### config.mk
export PLATFORM = sky130hd
export DESIGN_NAME = fetch_stage
export DESIGN_NICKNAME = d
export VERILOG_FILES = /design/src/rtl/enum_pkg.sv /design/src/rtl/fetch_stage.sv
export SDC_FILE = /design/constraint.sdc
export NUM_CORES = 1
export LEC_CHECK = 0
export BUFFER_PORTS_ARGS = -buffer_cell sky130_fd_sc_hd__buf_4
export CORE_ASPECT_RATIO = 2
export CORE_MARGIN = 2
export CORE_UTILIZATION = 40
export CTS_CLUSTER_SIZE = 40
export DETAILED_ROUTE_END_ITERATION = 6
export GPL_ROUTABILITY_DRIVEN = 0
export HOLD_SLACK_MARGIN = 0.06
export SLEW_MARGIN = 20
export SYNTH_ARGS = -nofsm -noshare
export SYNTH_HDL_FRONTEND = slang
export SYNTH_SLANG_ARGS = --single-unit
### constraint.sdc
create_clock -name i_clk -period 5.4 [get_ports i_clk]
set_clock_uncertainty 0.2 [all_clocks]
set_input_delay 1.08 -clock i_clk [delete_from_list [all_inputs] [get_ports i_clk]]
set_output_delay 1.08 -clock i_clk [all_outputs]
set_load 0.005 [all_outputs]
### src/rtl/enum_pkg.sv
// Shared enums and constants for the RV32I pipeline front end.
package enum_pkg;

    typedef enum logic [1:0] {
        S_IDLE,
        S_REQ,
        S_WAIT,
        S_DROP
    } fetch_state_e;

    localparam logic [31:0] NOP_INSTR = 32'h0000_0013;

endpackage

### src/rtl/fetch_stage.sv
// Instruction fetch: holds the PC, issues one imem request at a time, presents a
// registered {valid, pc, instr} bundle to decode with a one-entry skid for stalls.
module fetch_stage
    import enum_pkg::*;
#(
    parameter logic [31:0] RESET_PC = 32'h0000_0000
) (
    input  logic        i_clk,
    input  logic        i_rst_n,
    input  logic        i_stall,
    input  logic        i_redirect,
    input  logic [31:0] i_redirect_pc,
    output logic        o_imem_req,
    output logic [31:0] o_imem_addr,
    input  logic        i_imem_gnt,
    input  logic        i_imem_rvalid,
    input  logic [31:0] i_imem_rdata,
    output logic        o_if_valid,
    output logic [31:0] o_if_pc,
    output logic [31:0] o_if_instr
);

    fetch_state_e state_q, state_d;
    logic [31:0]  pc_q, pc_d;
    logic         skid_valid_q, skid_valid_d;
    logic [31:0]  skid_pc_q, skid_pc_d;
    logic [31:0]  skid_instr_q, skid_instr_d;
    logic         out_valid_q, out_valid_d;
    logic [31:0]  out_pc_q, out_pc_d;
    logic [31:0]  out_instr_q, out_instr_d;

    logic req, fire, deliver, consume, to_out;
    logic unused_redirect_lsbs;

    assign unused_redirect_lsbs = ^i_redirect_pc[1:0];

    // Request is suppressed while the skid holds data, so nothing can be fetched
    // that would have nowhere to land.
    assign req     = (state_q == S_REQ) && !skid_valid_q;
    assign fire    = req && i_imem_gnt;
    assign deliver = (state_q == S_WAIT) && i_imem_rvalid && !i_redirect;
    assign consume = out_valid_q && !i_stall;
    assign to_out  = deliver && (!out_valid_q || (consume && !skid_valid_q));

    always_comb begin
        state_d      = state_q;
        pc_d         = pc_q;
        skid_valid_d = skid_valid_q;
        skid_pc_d    = skid_pc_q;
        skid_instr_d = skid_instr_q;
        out_valid_d  = out_valid_q;
        out_pc_d     = out_pc_q;
        out_instr_d  = out_instr_q;

        case (state_q)
            S_IDLE: state_d = S_REQ;
            S_REQ:  if (fire) state_d = S_WAIT;
            S_WAIT: if (i_imem_rvalid) begin
                state_d = S_REQ;
                pc_d    = pc_q + 32'd4;
            end
            S_DROP: if (i_imem_rvalid) state_d = S_REQ;
            default: state_d = S_IDLE;
        endcase

        if (consume) begin
            if (skid_valid_q) begin
                out_pc_d     = skid_pc_q;
                out_instr_d  = skid_instr_q;
                skid_valid_d = 1'b0;
            end else if (!deliver) begin
                out_valid_d = 1'b0;
            end
        end

        if (to_out) begin
            out_valid_d = 1'b1;
            out_pc_d    = pc_q;
            out_instr_d = i_imem_rdata;
        end else if (deliver) begin
            skid_valid_d = 1'b1;
            skid_pc_d    = pc_q;
            skid_instr_d = i_imem_rdata;
        end

        if (i_redirect) begin
            pc_d         = {i_redirect_pc[31:2], 2'b00};
            out_valid_d  = 1'b0;
            skid_valid_d = 1'b0;
            out_instr_d  = NOP_INSTR;
            // A response landing in S_WAIT alongside the redirect is the one owed,
            // so nothing remains to drop.
            if (state_q == S_WAIT || state_q == S_DROP) begin
                state_d = i_imem_rvalid ? S_REQ : S_DROP;
            end else if (fire) begin
                state_d = S_DROP;
            end else begin
                state_d = S_REQ;
            end
        end
    end

    always_ff @(posedge i_clk or negedge i_rst_n) begin
        if (!i_rst_n) begin
            state_q      <= S_IDLE;
            pc_q         <= RESET_PC;
            skid_valid_q <= 1'b0;
            skid_pc_q    <= '0;
            skid_instr_q <= NOP_INSTR;
            out_valid_q  <= 1'b0;
            out_pc_q     <= RESET_PC;
            out_instr_q  <= NOP_INSTR;
        end else begin
            state_q      <= state_d;
            pc_q         <= pc_d;
            skid_valid_q <= skid_valid_d;
            skid_pc_q    <= skid_pc_d;
            skid_instr_q <= skid_instr_d;
            out_valid_q  <= out_valid_d;
            out_pc_q     <= out_pc_d;
            out_instr_q  <= out_instr_d;
        end
    end

    assign o_imem_req  = req;
    assign o_imem_addr = pc_q;
    assign o_if_valid  = out_valid_q;
    assign o_if_pc     = out_pc_q;
    assign o_if_instr  = out_instr_q;

endmodule

==> results of run 1 <==
-- cells by family after synthesis --
family	after synthesis	share of synthesized area, %
DFF	158	56.1
buffers and inverters	59	3.60
xor gates and xnor gates	11	1.37
AOI/OAI and AO/OA	145	15.2
adders and majority gates	1	0.177
and+or+nand+nor	204	13.5
other	1	0.0531
muxes	63	10.0
-- worst max-delay path, delay by kind of cell --
kind	cells	cell delay [ps]
buffers and inverters	2	920
AOI/OAI and AO/OA	1	290
and+or+nand+nor	2	880
-- routing by layer --
| metal | global-route usage, % | up-vias | share of wire (%) | wire length [um] |
|---|---|---|---|---|
| met5 | 0 | - | 0 | 0 |
| met4 | 8.81 | 0 | 2.5 | 459 |
| met3 | 4.08 | 30 | 4.7 | 870 |
| met2 | 37.8 | 148 | 55 | 10300 |
| met1 | 22.8 | 2783 | 38 | 7080 |
| li1 | - | 2598 | - | - |
-- report_power, final --
part	switching (W)	total, W	internal [W]
clock	0.000500	0.00119	0.000694
sequential	0.000107	0.00141	0.00130
combinational	0.000160	0.000407	0.000247
total	0.000767	0.00301	0.00224
-- worst paths after layout --
| path | end | slack [ps] | cells past startpoint |
|---|---|---|---|
| setup / recovery | o_if_instr[13] | 2310 | 5 |
| hold / removal | o_if_pc[21] | 280 | 1 |
| setup reg to reg | o_imem_addr[20] | 2630 | 5 |
| hold reg to reg | o_if_pc[21] | 280 | 1 |
| max in group asynchronous | o_if_instr[31] | 3440 | 2 |
| min in group asynchronous | o_if_instr[30] | 400 | 1 |
-- cells in the mapped netlist (2+ instances only) --
master	count	share of area (%)
a21o_1	29	3.1
a21oi_1	3	0.21
a221o_1	2	0.28
a22o_1	24	3.0
a311oi_1	29	3.6
a31oi_1	18	1.6
and3_1	4	0.35
buf_2	8	0.57
buf_4	4	0.43
clkbuf_1	39	2.1
dfrtp_1	152	54
dfstp_2	6	2.2
inv_1	7	0.37
mux2_2	62	9.9
nand2_1	87	4.6
nand3_1	8	0.57
nand4_1	8	0.71
nor2_1	57	3.0
nor3_1	6	0.43
o21ai_0	25	1.8
o31ai_1	13	1.4
or3_1	7	0.62
or4_1	15	1.6
xnor2_1	9	1.1
xor2_1	2	0.25
-- cell usage in the layout, fill, tap and decap left out, types with 2 or more instances in the layout --
master,instances
clkinv_4,4
or3_1,6
xor2_1,2
and3_1,4
a21oi_1,3
conb_1,4
nand3_1,8
nand2_1,87
clkinvlp_4,3
a311oi_1,29
o21ai_0,25
clkinv_2,3
nor3_1,4
or3_2,2
nor2_1,56
a22o_1,24
o31ai_1,13
a21o_1,29
xnor2_1,9
a221o_1,2
a31oi_1,18
or4_1,15
mux2_2,62
dfrtp_1,152
inv_1,7
nor3_2,2
clkbuf_16,17
nand4_1,8
buf_4,169
bufinv_16,2
dfstp_2,6
-- stage by stage --
step	hold WS, ps	worst slack (ps)	util (%)
final	276	2310	52.0
after global routing	289	2120	52.0
after CTS	283	2300	52.0
after detailed placement	268	1840	48.6
after global placement	261	2000	48.6
after floorplan	273	2650	-
-- final cells by class --
cell class / count / area share, %
Sequential cell: 158 / 44.1
Tap cell: 210 / 2.93
Clock buffer: 19 / 4.93
Multi-Input combinational cell: 428 / 31.9
Inverter: 7 / 0.293
Timing Repair Buffer: 170 / 14.2
Clock inverter: 13 / 1.57
-- flip-flops by register name, indices dropped and copies added (netlist names) --
signal / flops
o_if_instr: 32
skid_instr_q: 32
o_if_pc: 30
o_imem_addr: 30
skid_pc_q: 30
state_q: 2
o_if_valid: 1
skid_valid_q: 1
==> impl_metrics.toml, run 1 <==
[outcome]
outcome = "complete, no violations"

[clock_network]
root_buffer = "clkbuf_16"
cts_resized = 0
insertion_delay_ps = 420
clock-sinks = 158
cts_tree = "built"
numCtsBuffers = 17
htreeDepth = 4
cts_buffer_depth = 2
postCtsHoldBufs = 0
post_cts_buffers = 0
clk_pin_slew_worst_paths_ps = 60

[timing]
setup_tns_ps = 0
fin_crit_ps = 3090
worst_slew_pin_slew_ps = 892
maxSlewViolCount = 0
rsz0062_at_grt = "false"
setup_viol = 0
hold_viol = 0
slew_headroom_pct = 40.5
fin_crit_sh_pct = 57.2
fmax_ghz = 0.324

[finish]
finalNetCount = 853
syn_to_final_growth_pct = 27.3
register_area_um2 = 3960
drive_gt1_share_pct = 35.2
instances_no_fill = 1005
multiInputGateArea_um2 = 2870
diodes = 0
fin_area_um2 = 8980
fillerInstances = 1557

[global_routing]
grt_antenna_before_repair = 0
grt_overflow_total = 0
grt_max_degree = 64
grt_pass1_wl_um = 30500
track_usage_pct = 20.6
grt_pass1_vias = 5829

[placed_design]
dp.cells = 973
portBuffers = 161
placed_area_um2 = 8400
dp_hpwl_um = 12300

[floorplan]
core_area_um2 = 17300
dieArea_um2 = 18800
die_h_um = 192
die_w_um = 97.9
num_rows = 68
io_pins = 168
initial_core_util_pct = 40.9

[critical_path]
cp.arrival_ps = 3200
path_max_fanout = 60
cp-start-kind = "input pin"
crit_top_cell = "buf_4"
path_class = "input pin to flip-flop"
required_ps = 5510
critPathCaptureType = "flip-flop"
r2r-start = "o_imem_addr[3]"
worstSetupStartpoint = "i_redirect"
crit_chain = "buf_4 > or3_2 > buf_4 > nor2_1 > a311oi_1"
slowest_stage = "or3_2"
critPathMaxStageDelay_ps = 810

[synthesis]
yosys_most_used_dff = "dfrtp_1"
seq_area_frac_synth_pct = 56.1
synth.distinct_cells = 43
yosysWarnings = 0
async_reset_ff_share_pct = 100
synth_seq_cells = 158
synthCells = 642
synth_edf_count = 0
synth_area_per_cell_um2 = 11.0
synth_area_um2 = 7060

[route]
drt_iter0_markers = 270
antenna_left = 0
vias = 5559
wirelength_um = 18700
drt-vias-per-instance = 5.53
routedWlPerCell_um = 18.6
drcViolationCount = 0
drtPass1Iterations = 4

[power_and_ir_drop]
leakage_nw = 4.38
worst_ir_drop_vdd_mv = 0.219
power_density_nw_per_um2 = 335
total_power_w = 0.00301

[worst_hold_path]
min_path_type = "flip-flop to flip-flop"
min-delay-start = "o_if_pc[21]"

[job]
cap_viol_max_count = 0
Power figures use the tool's default switching activity.
==> inputs of run 2 (changes only) <==
ABC_AREA = 1   (was default)
clock period = 2.8 ns   (was 5.4 ns; I/O delays follow)
==> run 2 against run 1 <==
Effect of this change: critical path depth grew 3; largest cell class unchanged; global-route usage grew 2.2 points; synthesized cell count grew 50%; die area grew 6.3%; sequential cell count is the same; critical endpoint is now o_imem_addr[24]; utilization shrank 0.74 points; area after synthesis grew 6.5%; combinational power grew to 4.7 times the previous value; non-clock buffer count grew 13; first-iteration DRC count grew 11%; worst hold slack lost 130 ps.
==> impl_metrics.toml, run 2 <==
[clock_network]
clk_pin_slew_worst_paths_ps = 70
clock-sinks = 158
root_buffer = "clkbuf_16"
numCtsBuffers = 17
post_cts_buffers = 0
cts_tree = "built"
htreeDepth = 4
cts_buffer_depth = 2
insertion_delay_ps = 420

[synthesis]
synth_seq_cells = 158
yosys-top-cells-area = "dfrtp_1, nand2_1, o21ai_0"
yosysWarnings = 0
yosys_most_used_dff = "dfrtp_1"
yosys.area.top_type = "dfrtp_1"
yosysMostFrequentCell = "nand2_1"
synth_top_area_share_pct = 50.6
synthCells = 966
synth_edf_count = 0
synth.distinct_cells = 32
seq_area_frac_synth_pct = 52.7
synth_commonest_cells = "nand2_1, dfrtp_1, o21ai_0"
synth_area_per_cell_um2 = 7.78
synth_area_um2 = 7520
async_reset_ff_share_pct = 100

[timing]
setup_viol = 0
worst_slew_pin_slew_ps = 518
hold_viol = 0
fmax_ghz = 0.474
maxSlewViolCount = 0
fin_crit_sh_pct = 75.3
slew_headroom_pct = 65.5
rsz0062_at_grt = "false"
setup_tns_ps = 0
fin_crit_ps = 2110

[floorplan]
num_rows = 71
die_w_um = 101
io_pins = 168
initial_core_util_pct = 40.3
core_area_um2 = 18700
die_h_um = 198
dieArea_um2 = 20000

[critical_path]
cp.arrival_ps = 2210
crit_chain = "ha_1 > nand3_1 > nor2_1 > nand3_1 > nor2_1 > nand2_1 > nand3_1 > nand3_1"
critPathCaptureType = "flip-flop"
crit_top_cell = "nand3_1"
crit_path_end = "o_imem_addr[24]"
rr_worst_depth = 8
path_max_fanout = 6
path_class = "flip-flop to flip-flop"
crit_cells = 8
path_delay_family = "simple AND/OR/NAND/NOR gates"
cp-start-kind = "flip-flop"
rr_endpoint = "o_imem_addr[24]"
slowest_stage = "dfrtp_1"
critPathMaxStageDelay_ps = 520
rrSetupSlack_ps = 690
critPathBufInv = 0
worstSetupStartpoint = "o_imem_addr[3]"
required_ps = 2910
r2r-start = "o_imem_addr[3]"

[power_and_ir_drop]
worst_ir_drop_vdd_mv = 0.377
leakage_nw = 4.95
power_density_nw_per_um2 = 791

[finish]
most-common-layout-cells = "nand2_1, buf_4, dfrtp_1"
syn_to_final_growth_pct = 27.2
drive_gt1_share_pct = 20.3
mostFrequentLayoutCell = "nand2_1"
finalNetCount = 1189
instances_no_fill = 1350
diodes = 0

[global_routing]
track_usage_pct = 22.8
grt_overflow_total = 0
grt_pass1_vias = 6711
grt_pass1_wl_um = 35100
grt_antenna_before_repair = 0
grt_max_degree = 54

[route]
drcViolationCount = 0
drt-vias-per-instance = 5.08
antenna_left = 0
routedWlPerCell_um = 16.3
wirelength_um = 22000
drt_iter0_markers = 300
vias = 6853
drtPass1Iterations = 5

[placed_design]
dp.cells = 1317
portBuffers = 161
dp_hpwl_um = 16000

[outcome]
outcome = "complete, no violations"

[job]
cap_viol_max_count = 0

[worst_hold_path]
min_path_type = "input pin to flip-flop"
==> run 2: repair_timing <==
item	4_1_cts	5_1_grt
hold endpoints to repair	44	0
hold buffers	1	0
endpoints found under the setup margin	0	0
gates resized for setup	0	0
==> run 2: layer usage <==
metal	vias to the layer above	track usage [%]	routed length, um
li1	3368	-	-
met1	3234	26.4	8230
met2	207	40.7	11900
met3	44	2.79	844
met4	0	11.3	980
met5	-	0	0
==> run 2: final cells by class <==
cell class / count / area [um2]
clock inverters: 12 / 120
inverters: 83 / 312
repair buffers: 183 / 1430
well taps: 219 / 274
clock buffers: 20 / 447
flip-flops and latches: 158 / 3960
fillers: 1880 / 9090
multi-input cells: 675 / 3020
==> run 2: logic make-up (layout without fill, tap and decap cells) <==
logic type / count (synthesis) / after routing / synth area share, %
xor+xnor: 9 / 9 / 1.05
other cells: 1 / 4 / 0.0499
buf+inv: 136 / 298 / 7.44
compound gates: 151 / 151 / 11.4
simple gates: 510 / 510 / 27.2
fa+ha+maj: 1 / 1 / 0.166
flops: 158 / 158 / 52.7
==> run 2: worst min-delay path by stage <==
stage                            from               to  cells after the start  slack (ps)
floorplan                     i_rst_n   o_if_instr[10]                      0          60
global placement         skid_pc_q[3]     skid_pc_q[3]                      2         260
detailed placement      skid_pc_q[10]    skid_pc_q[10]                      2         260
CTS                 i_redirect_pc[23]  o_imem_addr[23]                      3         140
global route        i_redirect_pc[15]  o_imem_addr[15]                      3         150
finish              i_redirect_pc[13]  o_imem_addr[13]                      3         150
==> run 2: worst min-delay path: cells and delay by family <==
kind,cells,cell delay [ps]
buffers and inverters,1,70
AND/OR/NAND/NOR,2,110
==> run 2: report_power, final <==
group / leakage, nW / internal, W / switching [W]
clock network: 0.271 / 0.00133 / 0.000927
logic: 2.64 / 0.000908 / 0.00100
registers: 2.04 / 0.00296 / 0.000445
total: 4.95 / 0.00520 / 0.00237
==> run 2: stage by stage <==
| stage | hold WS (ps) | power [W] | instance area (um2) | util, % | setup WS [ps] |
|---|---|---|---|---|---|
| 2_1_floorplan | 64.4 | 0.00437 | 7530 | - | 1010 |
| 5_1_grt | 154 | 0.00807 | 9560 | 51.3 | 514 |
| 3_5_place_dp | 261 | 0.00538 | 8990 | 48.2 | 489 |
| 3_3_place_gp | 255 | 0.00533 | 8990 | 48.2 | 510 |
| 6_report | 148 | 0.00757 | 9560 | 51.3 | 693 |
| 4_1_cts | 137 | 0.00766 | 9560 | 51.3 | 673 |
